==> src/rtl/leaf_user_port.sv <==
// leaf_user_port
//   User-clock-side endpoint for one receive stream (interface2user) and one
//   transmit stream (user2interface) of a leaf interface. Each direction is a
//   FIFO_DEPTH-entry first-word-fall-through FIFO.
//
//   Handshake rule used on every stream of this block: a word moves on the
//   rising edge of clk_user where its valid and its ack/ready are both 1.
//   A valid, once raised, holds together with its data until accepted. Every
//   ack/ready is derived only from registered FIFO level, so no combinational
//   path exists from an incoming valid to the outgoing ack/ready.
//
//   Ports
//     clk_user, reset              clock, async active-high reset
//     dout_leaf_interface2user,    receive stream from the leaf interface
//     vld_interface2user,
//     ack_user2interface
//     rx_data, rx_valid, rx_ready  receive FIFO head toward the kernel
//     tx_data, tx_valid, tx_ready  kernel words into the transmit FIFO
//     din_leaf_user2interface,     transmit stream to the leaf interface
//     vld_user2interface,
//     ack_interface2user
//     rx_level, tx_level           FIFO occupancies
//     rx_words, tx_words           wrapping transferred-word counters
module leaf_user_port #(
  parameter int PAYLOAD_BITS = 32,
  parameter int FIFO_DEPTH   = 4,
  parameter int ADDR_BITS    = 2,
  parameter int CNT_BITS     = 16
) (
  input  logic                    clk_user,
  input  logic                    reset,
  input  logic [PAYLOAD_BITS-1:0] dout_leaf_interface2user,
  input  logic                    vld_interface2user,
  output logic                    ack_user2interface,
  output logic [PAYLOAD_BITS-1:0] rx_data,
  output logic                    rx_valid,
  input  logic                    rx_ready,
  input  logic [PAYLOAD_BITS-1:0] tx_data,
  input  logic                    tx_valid,
  output logic                    tx_ready,
  output logic [PAYLOAD_BITS-1:0] din_leaf_user2interface,
  output logic                    vld_user2interface,
  input  logic                    ack_interface2user,
  output logic [ADDR_BITS:0]      rx_level,
  output logic [ADDR_BITS:0]      tx_level,
  output logic [CNT_BITS-1:0]     rx_words,
  output logic [CNT_BITS-1:0]     tx_words
);

  localparam logic [ADDR_BITS:0] FULL_LVL = (ADDR_BITS+1)'(FIFO_DEPTH);

  // ---------------- receive FIFO ----------------
  logic [PAYLOAD_BITS-1:0] rx_mem_q [FIFO_DEPTH];
  logic [ADDR_BITS-1:0]    rx_wr_q, rx_wr_d, rx_rd_q, rx_rd_d;
  logic [ADDR_BITS:0]      rx_level_q, rx_level_d;
  logic [CNT_BITS-1:0]     rx_words_q, rx_words_d;
  logic                    rx_push, rx_pop;

  // A pop in the same cycle does not re-open a full FIFO; ack returns the
  // cycle after the registered level drops.
  assign ack_user2interface = !reset && (rx_level_q != FULL_LVL);
  assign rx_valid           = !reset && (rx_level_q != '0);
  assign rx_push            = vld_interface2user & ack_user2interface;
  assign rx_pop             = rx_valid & rx_ready;
  assign rx_data            = rx_mem_q[rx_rd_q];
  assign rx_level           = rx_level_q;
  assign rx_words           = rx_words_q;

  always_comb begin
    rx_wr_d    = rx_wr_q + ADDR_BITS'(rx_push);
    rx_rd_d    = rx_rd_q + ADDR_BITS'(rx_pop);
    rx_level_d = rx_level_q + (ADDR_BITS+1)'(rx_push) - (ADDR_BITS+1)'(rx_pop);
    rx_words_d = rx_words_q + CNT_BITS'(rx_push);
  end

  always_ff @(posedge clk_user or posedge reset) begin
    if (reset) begin
      rx_wr_q    <= '0;
      rx_rd_q    <= '0;
      rx_level_q <= '0;
      rx_words_q <= '0;
    end else begin
      rx_wr_q    <= rx_wr_d;
      rx_rd_q    <= rx_rd_d;
      rx_level_q <= rx_level_d;
      rx_words_q <= rx_words_d;
    end
  end

  // Storage carries no reset: contents are only observable behind rx_valid.
  always_ff @(posedge clk_user) begin
    if (rx_push) rx_mem_q[rx_wr_q] <= dout_leaf_interface2user;
  end

  // ---------------- transmit FIFO ----------------
  logic [PAYLOAD_BITS-1:0] tx_mem_q [FIFO_DEPTH];
  logic [ADDR_BITS-1:0]    tx_wr_q, tx_wr_d, tx_rd_q, tx_rd_d;
  logic [ADDR_BITS:0]      tx_level_q, tx_level_d;
  logic [CNT_BITS-1:0]     tx_words_q, tx_words_d;
  logic                    tx_push, tx_pop;

  // The head slot is never written while occupied (writes go to the tail and
  // are blocked when full), so vld/din stay stable until the interface acks.
  assign tx_ready                = !reset && (tx_level_q != FULL_LVL);
  assign vld_user2interface      = !reset && (tx_level_q != '0);
  assign tx_push                 = tx_valid & tx_ready;
  assign tx_pop                  = vld_user2interface & ack_interface2user;
  assign din_leaf_user2interface = tx_mem_q[tx_rd_q];
  assign tx_level                = tx_level_q;
  assign tx_words                = tx_words_q;

  always_comb begin
    tx_wr_d    = tx_wr_q + ADDR_BITS'(tx_push);
    tx_rd_d    = tx_rd_q + ADDR_BITS'(tx_pop);
    tx_level_d = tx_level_q + (ADDR_BITS+1)'(tx_push) - (ADDR_BITS+1)'(tx_pop);
    tx_words_d = tx_words_q + CNT_BITS'(tx_pop);
  end

  always_ff @(posedge clk_user or posedge reset) begin
    if (reset) begin
      tx_wr_q    <= '0;
      tx_rd_q    <= '0;
      tx_level_q <= '0;
      tx_words_q <= '0;
    end else begin
      tx_wr_q    <= tx_wr_d;
      tx_rd_q    <= tx_rd_d;
      tx_level_q <= tx_level_d;
      tx_words_q <= tx_words_d;
    end
  end

  always_ff @(posedge clk_user) begin
    if (tx_push) tx_mem_q[tx_wr_q] <= tx_data;
  end

endmodule

==> config.mk <==
export PLATFORM = sky130hd
export DESIGN_NAME = leaf_user_port
export DESIGN_NICKNAME = d
export VERILOG_FILES = /design/src/rtl/leaf_user_port.sv
export SDC_FILE = /design/constraint.sdc
export NUM_CORES = 1
export LEC_CHECK = 0
export CAP_MARGIN = 10
export CORE_MARGIN = 8
export CORE_UTILIZATION = 40
export CTS_BUF_LIST = sky130_fd_sc_hd__clkbuf_4 sky130_fd_sc_hd__clkbuf_8
export CTS_CLUSTER_SIZE = 14
export DETAILED_ROUTE_END_ITERATION = 6
export PLACE_DENSITY_LB_ADDON = 0.08
export SLEW_MARGIN = 20
export SYNTH_ARGS = -nofsm -noshare
export SYNTH_HDL_FRONTEND = slang
export SYNTH_SLANG_ARGS = --single-unit
==> constraint.sdc <==
create_clock -name clk_user -period 4.9 [get_ports clk_user]
set_clock_uncertainty 0.15 [all_clocks]
set_input_delay 1.225 -clock clk_user [delete_from_list [all_inputs] [get_ports clk_user]]
set_output_delay 1.225 -clock clk_user [all_outputs]
set_load 0.01 [all_outputs]
======== Word-level counts from Yosys, hierarchy flattened ========
Memory sizes are Yosys's and may differ from the RTL's.
Cells that the tools add are included.
storage, ports and cells
  logic and storage cells ................. 37
  memories kept ........................... 2
  bits in writable memories ............... 256
  bits in latches ......................... 0
  output and inout port bits .............. 106
  memory bits (read-only) ................. 0
  input bits .............................. 70
  bits in registers ....................... 46
cells by class
  $add $sub $neg .......................... 10
  multiply operators ...................... 0
  eq/ne operators ......................... 2
  shifts and indexed selects .............. 0
  bitwise gates (word level) .............. 4
  order comparisons ....................... 0
  reduce and logical (&&, ||, !) cells .... 7
  divide/modulo/power cells ............... 0
  multiplexer cells ....................... 4
memory list
  memory    depth  bits a word  rd ports  clocked after memory_dff  write ports  RTL line  text
  rx_mem_q  4      32           1         0                         1            53        logic [PAYLOAD_BITS-1:0] rx_mem_q [FIFO_DEPTH];
  tx_mem_q  4      32           1         0                         1            96        logic [PAYLOAD_BITS-1:0] tx_mem_q [FIFO_DEPTH];
operator list
  kind                                   number
  adder 16 x 1 -> 16 bit                 2
  adder 2 x 1 -> 2 bit                   4
  adder 3 x 1 -> 3 bit                   2
  != test 3 bit (second input constant)  2
  nonzero test 3 bit                     2
  subtractor 3 x 1 -> 3 bit              2
  AND 1 bit                              4
  logical AND 1 bit                      4
  2-to-1 mux 1 bit                       4
  zero test 1 bit                        1

======== Longest topological paths before layout ========
Gate-level depths: netlist of the first run.
  depth in word-level cells ............... 5
  gate-level depth with buffers ........... 10
  depth with buffers taken out ............ 10

======== Least setup slack after synthesis of the first run ========
No wires, ideal clock.
  kind .................................... input -> register
  from .................................... in reset
  to ...................................... mem rx_mem_q[0][0], enable pin
  library setup time ...................... 0.468 ns
  arrival ................................. 4.250 ns
  setup slack ............................. 0.032 ns
  buffers on the path ..................... 1
  required time ........................... 4.282 ns
  cell stages on the path ................. 3
  cell sequence ........................... clkbuf_1 -> a211oi_2 -> nor3b_1
between the ends
  longest elaborated chain between the ends .. 5
ends and longest elaborated chain
  item                                    RTL line  text
  start, declared                         31        input logic reset,
  zero test 1 bit (no source line)        n/a
  logical AND 1 bit                       61        assign ack_user2interface = !reset && (rx_level_q != FULL_LVL);
  AND 1 bit                               63        assign rx_push = vld_interface2user & ack_user2interface;
  2-to-1 mux 1 bit                        92        if (rx_push) rx_mem_q[rx_wr_q] <= dout_leaf_interface2user;
  2-to-1 mux 1 bit (not written as such)  92
  end, declared                           53
No other way between the ends.

======== Worst setup path in the final report of the first run ========
  from .................................... reg rx_rd_q[0]
  to ...................................... out rx_data[0]
between the ends
  longest elaborated chain between the ends .. 1
ends and longest elaborated chain
  item                      RTL line  text
  start, declared           54        logic [ADDR_BITS-1:0] rx_wr_q, rx_wr_d, rx_rd_q, rx_rd_d;
  start signal, assigned    84        rx_rd_q <= rx_rd_d;
  memory read (4 x 32 bit)  n/a
  end, declared             35        output logic [PAYLOAD_BITS-1:0] rx_data,
No other way between the ends.

==> Flow_metrics.wiki, run 1 <==
{| class="wikitable"
! Metric !! Value
|-
| Number of cells in the finished layout apart from fillers || 1156
|-
| Max_cap viols || 0
|-
| Highest ir drop seen on vdd || 295.2 µV
|-
| Number of antenna-violating nets in the routed design || 0
|-
| Setup repair after global routing missed its margin || no
|-
| Arr. time, crit path || 2.76 ns
|-
| Type of element capturing the critical path || primary output
|-
| Number of enable flip-flop cells after synthesis || 256
|-
| Clock Sink Count || 302
|-
| Number of nets in the layout || 821
|-
| Worst R2R Path Depth || 3
|-
| Cell depth of the worst min-delay path || 1
|-
| H-Tree Level Count || 2
|-
| Synth Net Count || 602
|-
| Clock tree from TritonCTS || built
|-
| Post-cts repair resize count || 0
|-
| Worst relative slew slack || 38.36%
|-
| Number of cells produced by synthesis || 519
|-
| Leading cell types by total area after synthesis || sky130_fd_sc_hd__edfxtp_1, sky130_fd_sc_hd__mux4_2, sky130_fd_sc_hd__dfrtp_1
|-
| Outcome || completed
|-
| Setup slack on the worst flop-to-flop path || 2.31 ns
|-
| Quantity of I/O buffers inserted on ports || 175
|-
| Critical Path, Cell by Cell || buf_4 > mux4_2 > clkdlybuf4s50_1
|-
| CP max FO || 20
|-
| Origin of the critical flop-to-flop path || rx_level[1]
|-
| Hold buffer count at CTS || 0
|-
| Clock Path Buffers || 3
|-
| Row count || 61
|-
| Clk_lat worst skew || 0.55 ns
|-
| Global-route wire length before repair || 36110 µm
|-
| Initial antenna violation count || 1
|-
| Count of final max-slew check failures || 0
|-
| Crit path buffers/inverters || 2
|-
| Die boundary width || 184.7 µm
|-
| Gp weighted congestion || 0.7610
|-
| Top Family by Delay on Critical Path || buffers and inverters
|-
| Fin Setup TNS || 0 ns
|-
| Endpoint of the lowest-slack register-to-register path || rx_mem_q[2][4]
|-
| Via count normalized by instance count || 4.923
|-
| Count of unresolved DRC violations after routing || 0
|-
| Distinct cell type count after synthesis || 30
|-
| Yosys top cell area share || 67.56%
|-
| Core region area || 27930 µm²
|-
| Leakage Power || 5.068 nW
|-
| Remaining global-route overflow || 0
|-
| Hold Fails Final Rpt || 0
|-
| Most common library cells after synthesis || sky130_fd_sc_hd__edfxtp_1, sky130_fd_sc_hd__mux4_2, sky130_fd_sc_hd__dfrtp_1
|-
| IO Count || 176
|-
| Worst path slowest cell || sky130_fd_sc_hd__dfrtp_2
|-
| Area added between synthesis and finish || 28.48%
|-
| Synthesized cell area || 11380 µm²
|-
| Asr flop ratio synth || 15.23%
|-
| Hold endpoint || rx_words[15]
|-
| Worst EP required || 3.52 ns
|-
| Clock tree root driver cell || sky130_fd_sc_hd__clkbuf_8
|-
| Antenna fix cells || 0
|-
| Number of buffers added for setup after CTS || 0
|-
| Top-count cell post-synth || sky130_fd_sc_hd__edfxtp_1
|-
| Number of vias after detailed routing || 5691
|-
| Mean cell area of the mapped netlist || 21.92 µm²
|-
| Worst-Margin Slew || 0.9246 ns
|-
| Number of setup violations in the final report || 0
|-
| Min-Delay Path Class || reg2reg
|-
| Largest net degree at the start of global routing || 47
|-
| Number of global-route vias before repair || 6484
|-
| Yosys warns || 0
|-
| Starting Density || 40.73%
|-
| Final critical delay including setup and external delays || 4.133 ns
|-
| Most instantiated flip-flop cell in the synthesis netlist || sky130_fd_sc_hd__edfxtp_1
|-
| Power density cells || 540.7 nW/µm²
|-
| Overall Global Routing Usage || 13.83%
|-
| Placed instance count || 1064
|-
| Hold_sp || rx_words[15]
|-
| WL/cell || 20.12 µm
|-
| Height of the chip || 184.7 µm
|-
| Worst Path Class, Setup || reg2out
|-
| Wire length reported by the detailed router || 23260 µm
|-
| Count of fill cells added during filler insertion || 2247
|-
| Delay of the slowest critical-path stage || 0.82 ns
|-
| Detail Placement HPWL || 14520 µm
|-
| Number of design-rule violations left by the first detailed-router iteration || 248
|-
| Seq/Total Area, Yosys || 77.68%
|-
| Setup crit start || rx_rd_q[0]
|-
| Num CTS Buffers || 50
|-
| Flip-flop and latch count after synthesis || 302
|-
| Fin crit share || 84.34%
|-
| Utilization after layout || 52.33%
|-
| Router iterations before antenna repair || 5
|-
| Dominant cell type by area after synthesis || sky130_fd_sc_hd__edfxtp_1
|-
| Fraction of final layout cells with drive strength greater than 1 || 21.85%
|-
| Die Outline Area || 34100 µm²
|-
| Clock input transition at the sequential cells of the worst setup and hold paths || 0.06 ns
|-
| Startpoint class of the critical path || register
|-
| Achievable frequency || 242.0 MHz
|}
[report_power, final]
| group | switching [mW] | leakage, nW | internal [mW] | total (mW) |
|---|---|---|---|---|
| logic | 0.999 | 1.65 | 1.32 | 2.32 |
| clock network | 0.932 | 0.537 | 1.24 | 2.17 |
| registers | 0.269 | 2.89 | 3.15 | 3.41 |
[final cells by class]
class,instances,area [µm²],area share (%)
sequential,302,8841,60.48
clock inverter,18,102.6,0.7018
inverter,14,53.80,0.3680
timing repair buffer,185,1827,12.50
tap,378,473.0,3.235
multi-input combinational,185,2410,16.48
clock buffer,74,912.1,6.239
[routing by layer]
metal,routed length (µm),track usage [%],share of wire [%]
met1,9590,16.94,41
met4,433,4.161,1.9
met3,1446,4.056,6.2
met5,13,0,0.056
met2,11780,23.47,51
[worst max path at each step]
stage / to / slack, ns / cells after the start
6_report: rx_data[0] / 0.77 / 3
5_1_grt: rx_data[0] / 0.61 / 3
4_1_cts: rx_data[6] / 0.64 / 3
3_5_place_dp: ack_user2interface / 0.94 / 3
3_3_place_gp: tx_ready / 0.94 / 3
2_1_floorplan: rx_mem_q[0][0] / 0.03 / 3
[metrics by stage]
step | cell area [µm²] | worst slack, ns | power [mW] | hold slack (ns)
after floorplan | 11380 | 0.03186 | 4.652 | 0.3231
after global placement | 13600 | 0.9418 | 5.817 | 0.3110
after detailed placement | 13600 | 0.9390 | 5.854 | 0.3092
after CTS | 14620 | 0.6433 | 8.071 | 0.3249
after global routing | 14620 | 0.6053 | 8.328 | 0.3429
final | 14620 | 0.7673 | 7.905 | 0.3236
[cells in the final DEF (no fill, tap or decap), types with 4 or more instances in the layout]
master                            netlist  final
sky130_fd_sc_hd__ha_1                  11     11
sky130_fd_sc_hd__buf_4                  7     10
sky130_fd_sc_hd__nor3b_2                1      4
sky130_fd_sc_hd__nor2_1                 6      6
sky130_fd_sc_hd__nor3_1                12     11
sky130_fd_sc_hd__nand4_1                9      9
sky130_fd_sc_hd__mux4_2                64     64
sky130_fd_sc_hd__inv_1                 14     13
sky130_fd_sc_hd__nor4_1                 9      9
sky130_fd_sc_hd__clkbuf_8               0     57
sky130_fd_sc_hd__clkinv_2               0      5
sky130_fd_sc_hd__clkinv_1               0     12
sky130_fd_sc_hd__nand2_1                8      8
sky130_fd_sc_hd__edfxtp_1             256    256
sky130_fd_sc_hd__nand3_1                7      7
sky130_fd_sc_hd__xnor2_1               16     16
sky130_fd_sc_hd__clkbuf_4               0     17
sky130_fd_sc_hd__xor2_1                22     22
sky130_fd_sc_hd__clkdlybuf4s50_1        0    175
sky130_fd_sc_hd__dfrtp_1               46     44
[logic make-up after synthesis]
family          synth area share, %
flops                         77.68
fa+ha+maj                     1.561
mux                           12.67
simple gates                  3.530
compound gates               0.2749
buf+inv                       1.363
xor+xnor                      2.925
[registers in the layout, indices dropped and copies added, names as in the netlist]
name	cells
rx_wr_q	2
rx_level	3
tx_wr_q	2
rx_rd_q	2
tx_level	3
tx_words	16
rx_words	16
rx_mem_q	128
tx_rd_q	2
tx_mem_q	128
Power figures use the tool's default switching activity.
==> inputs of run 2 (changes only) <==
- clock period: 4.9 -> 4.12 ns (I/O delays scaled with it)
==> run 2 against run 1 <==
Via count increased by 1.7%; flip-flop and latch count unchanged; largest power group unchanged; combinational power increased by 23%; sequential share of layout area increased by 0.057 points; sequential power increased by 18%; highest routed layer unchanged; die area unchanged; worst setup slack got worse by 0.47 ns; critical path depth unchanged; first-iteration DRC count decreased by 13%; clock power increased by 8%; register-to-register slack got worse by 0.71 ns.
==> Flow_metrics.wiki, run 2 (synthesized netlist as in run 1, its figures left out) <==
{| class="wikitable"
! Metric !! Value
|-
| Clk_lat worst skew || 0.55 ns (about the same)
|-
| Worst path slowest cell || sky130_fd_sc_hd__dfrtp_2
|-
| Commonest cells after routing, fill and taps aside || sky130_fd_sc_hd__edfxtp_1, sky130_fd_sc_hd__clkdlybuf4s50_1, sky130_fd_sc_hd__mux4_2
|-
| Initial antenna violation count || 1 (unchanged)
|-
| Number of nets in the layout || 825 (+0.49%)
|-
| Clock Sink Count || 302 (unchanged)
|-
| Die Outline Area || 34100 µm² (unchanged)
|-
| Count of unresolved DRC violations after routing || 0 (unchanged)
|-
| Clock tree root driver cell || sky130_fd_sc_hd__clkbuf_8
|-
| Hold buffer count at CTS || 0 (unchanged)
|-
| Max_cap viols || 0 (unchanged)
|-
| Leading registers by flop count || rx_mem_q x128, tx_mem_q x128
|-
| Remaining global-route overflow || 0 (unchanged)
|-
| Fraction of final layout cells with drive strength greater than 1 || 21.55% (-0.30 points)
|-
| Register cell area after layout || 8841 µm² (unchanged)
|-
| Number of setup violations in the final report || 0 (unchanged)
|-
| Finished Cell Area || 14610 µm² (about the same)
|-
| Critical Path, Cell by Cell || buf_4 > mux4_2 > clkdlybuf4s50_1
|-
| Cell depth of the worst min-delay path || 1 (unchanged)
|-
| Post-place instance area || 13720 µm² (+0.83%)
|-
| WL/cell || 20.71 µm (+2.9%)
|-
| Quantity of I/O buffers inserted on ports || 175 (unchanged)
|-
| Delay of the slowest critical-path stage || 0.72 ns (-0.10 ns)
|-
| Largest net degree at the start of global routing || 47 (unchanged)
|-
| Highest ir drop seen on vdd || 285.9 µV (-3.2%)
|-
| Achievable frequency || 261.7 MHz
|-
| Worst-Margin Slew || 0.9762 ns (+0.05166 ns)
|-
| Fin Setup TNS || 0 ns (unchanged)
|-
| Overall Global Routing Usage || 14.17% (+0.34 points)
|-
| Startpoint class of the critical path || register
|-
| Number of buffers added for setup after CTS || 0 (unchanged)
|-
| Worst R2R Path Depth || 9 (+6)
|-
| Worst EP required || 2.94 ns (-0.58 ns)
|-
| Most frequent standard cell in the layout excluding fill and tap cells || sky130_fd_sc_hd__edfxtp_1
|-
| Top Family by Delay on Critical Path || buffers and inverters
|-
| Outcome || completed
|-
| Hold_sp || tx_rd_q[1]
|-
| Post-cts repair resize count || 0 (unchanged)
|-
| Height of the chip || 184.7 µm (unchanged)
|-
| Setup repair after global routing missed its margin || no
|-
| CP max FO || 15 (-25%)
|-
| Clock input transition at the sequential cells of the worst setup and hold paths || 0.06 ns (about the same)
|-
| Setup slack on the worst flop-to-flop path || 1.60 ns (-0.71 ns)
|-
| Clock Path Buffers || 3 (unchanged)
|-
| Num CTS Buffers || 49 (-2.0%)
|-
| Min-Delay Path Class || reg2reg
|-
| Via count normalized by instance count || 5.016 (+1.9%)
|-
| Origin of the critical flop-to-flop path || tx_level[1]
|-
| Hold Fails Final Rpt || 0 (unchanged)
|-
| Gp weighted congestion || 0.8059 (+5.9%)
|-
| Hold endpoint || tx_rd_q[1]
|-
| Number of design-rule violations left by the first detailed-router iteration || 215 (-13%)
|-
| Worst relative slew slack || 34.82% (-3.5 points)
|-
| Number of vias after detailed routing || 5789 (+1.7%)
|-
| Minimum hold slack || 0.3155 ns (-0.008004 ns)
|-
| Leakage Power || 5.057 nW (-0.23%)
|-
| Arr. time, crit path || 2.64 ns (-0.12 ns)
|-
| Crit path buffers/inverters || 2 (unchanged)
|-
| Count of fill cells added during filler insertion || 2281 (+1.5%)
|-
| Number of antenna-violating nets in the routed design || 0 (unchanged)
|-
| Detail Placement HPWL || 14780 µm (+1.8%)
|-
| Die boundary width || 184.7 µm (unchanged)
|-
| Wire length reported by the detailed router || 23900 µm (+2.7%)
|-
| IO Count || 176 (unchanged)
|-
| Row count || 61 (unchanged)
|-
| Power density cells || 632.3 nW/µm² (+17%)
|-
| Clock tree from TritonCTS || built
|-
| Router iterations before antenna repair || 4 (-1)
|-
| Final critical delay including setup and external delays || 3.821 ns
|-
| Starting Density || 40.73% (unchanged)
|-
| Type of element capturing the critical path || primary output
|-
| Global-route wire length before repair || 37090 µm (+2.7%)
|-
| Number of global-route vias before repair || 6562 (+1.2%)
|-
| H-Tree Level Count || 2 (unchanged)
|-
| Count of final max-slew check failures || 0 (unchanged)
|-
| Endpoint of the lowest-slack register-to-register path || tx_level[2]
|-
| Area added between synthesis and finish || 28.36% (about the same)
|-
| Worst Path Class, Setup || reg2out
|-
| Core region area || 27930 µm² (unchanged)
|-
| Fin crit share || 92.74%
|-
| Area of combinational cells with multiple inputs || 2435 µm² (+1.0%)
|}
-- run 2: cell count changes in the layout (fill, tap and decap cells not counted), sizes merged --
cell    change
clkbuf      -8
inv         +3
diode       +1
buf         +5
bufinv      -1
clkinv      -2
-- run 2: worst max-delay path by stage --
stage | start | to | depth (start not counted) | slack [ns]
2_1_floorplan | reset | rx_mem_q[0][0] | 3 | 0.57
3_3_place_gp | reset | vld_user2interface | 3 | 0.55
3_5_place_dp | reset | tx_words[14] | 8 | 0.51
4_1_cts | rx_rd_q[0] | rx_data[15] | 3 | 0.18
5_1_grt | rx_rd_q[0] | rx_data[8] | 3 | 0.11
6_report | rx_rd_q[0] | rx_data[15] | 3 | 0.30
-- run 2: power by group --
group          leakage [nW]  switching (mW)  internal, mW  total (mW)
combinational          1.70            1.25          1.61        2.86
clock                 0.470            1.09          1.26        2.35
sequential             2.89           0.290          3.74        4.03
-- run 2: layer usage --
layer | vias to the layer above | part of all wire [%] | track usage [%]
met5 | - | 0.054 | 0
met4 | 2 | 1.5 | 3.905
met3 | 30 | 7.5 | 4.588
met2 | 187 | 50 | 23.92
met1 | 3005 | 41 | 17.34
li1 | 2565 | - | -
-- run 2: layout make-up --
class / count / share of cell area [%]
well taps: 378 / 3.238
inverters: 14 / 0.3598
multi-input cells: 185 / 16.67
clock buffers: 66 / 5.491
repair buffers: 190 / 13.11
diodes: 1 / 0.01713
flip-flops and latches: 302 / 60.53
clock inverters: 18 / 0.5825
-- run 2: metrics by stage --
stage | utilization, % | worst slack, ns | cells | total power, mW
floorplan | - | 0.5732 | 519 | 5.535
global placement | 49.10 | 0.5545 | 1069 | 6.988
finish | 52.28 | 0.2991 | 1154 | 9.235
detailed placement | 49.10 | 0.5069 | 1069 | 7.032
CTS | 52.28 | 0.1768 | 1153 | 9.438
global route | 52.28 | 0.1095 | 1153 | 9.749
-- run 2: worst register-to-register path, cell delays in order (launching register included) --
cell,delay [ns]
sky130_fd_sc_hd__dfrtp_1,0.49
sky130_fd_sc_hd__nor2_1,0.11
sky130_fd_sc_hd__a211o_1,0.45
sky130_fd_sc_hd__ha_1,0.33
sky130_fd_sc_hd__inv_1,0.06
sky130_fd_sc_hd__ha_1,0.13
sky130_fd_sc_hd__inv_1,0.05
sky130_fd_sc_hd__fa_1,0.37
sky130_fd_sc_hd__xnor2_1,0.15
sky130_fd_sc_hd__xnor2_1,0.13
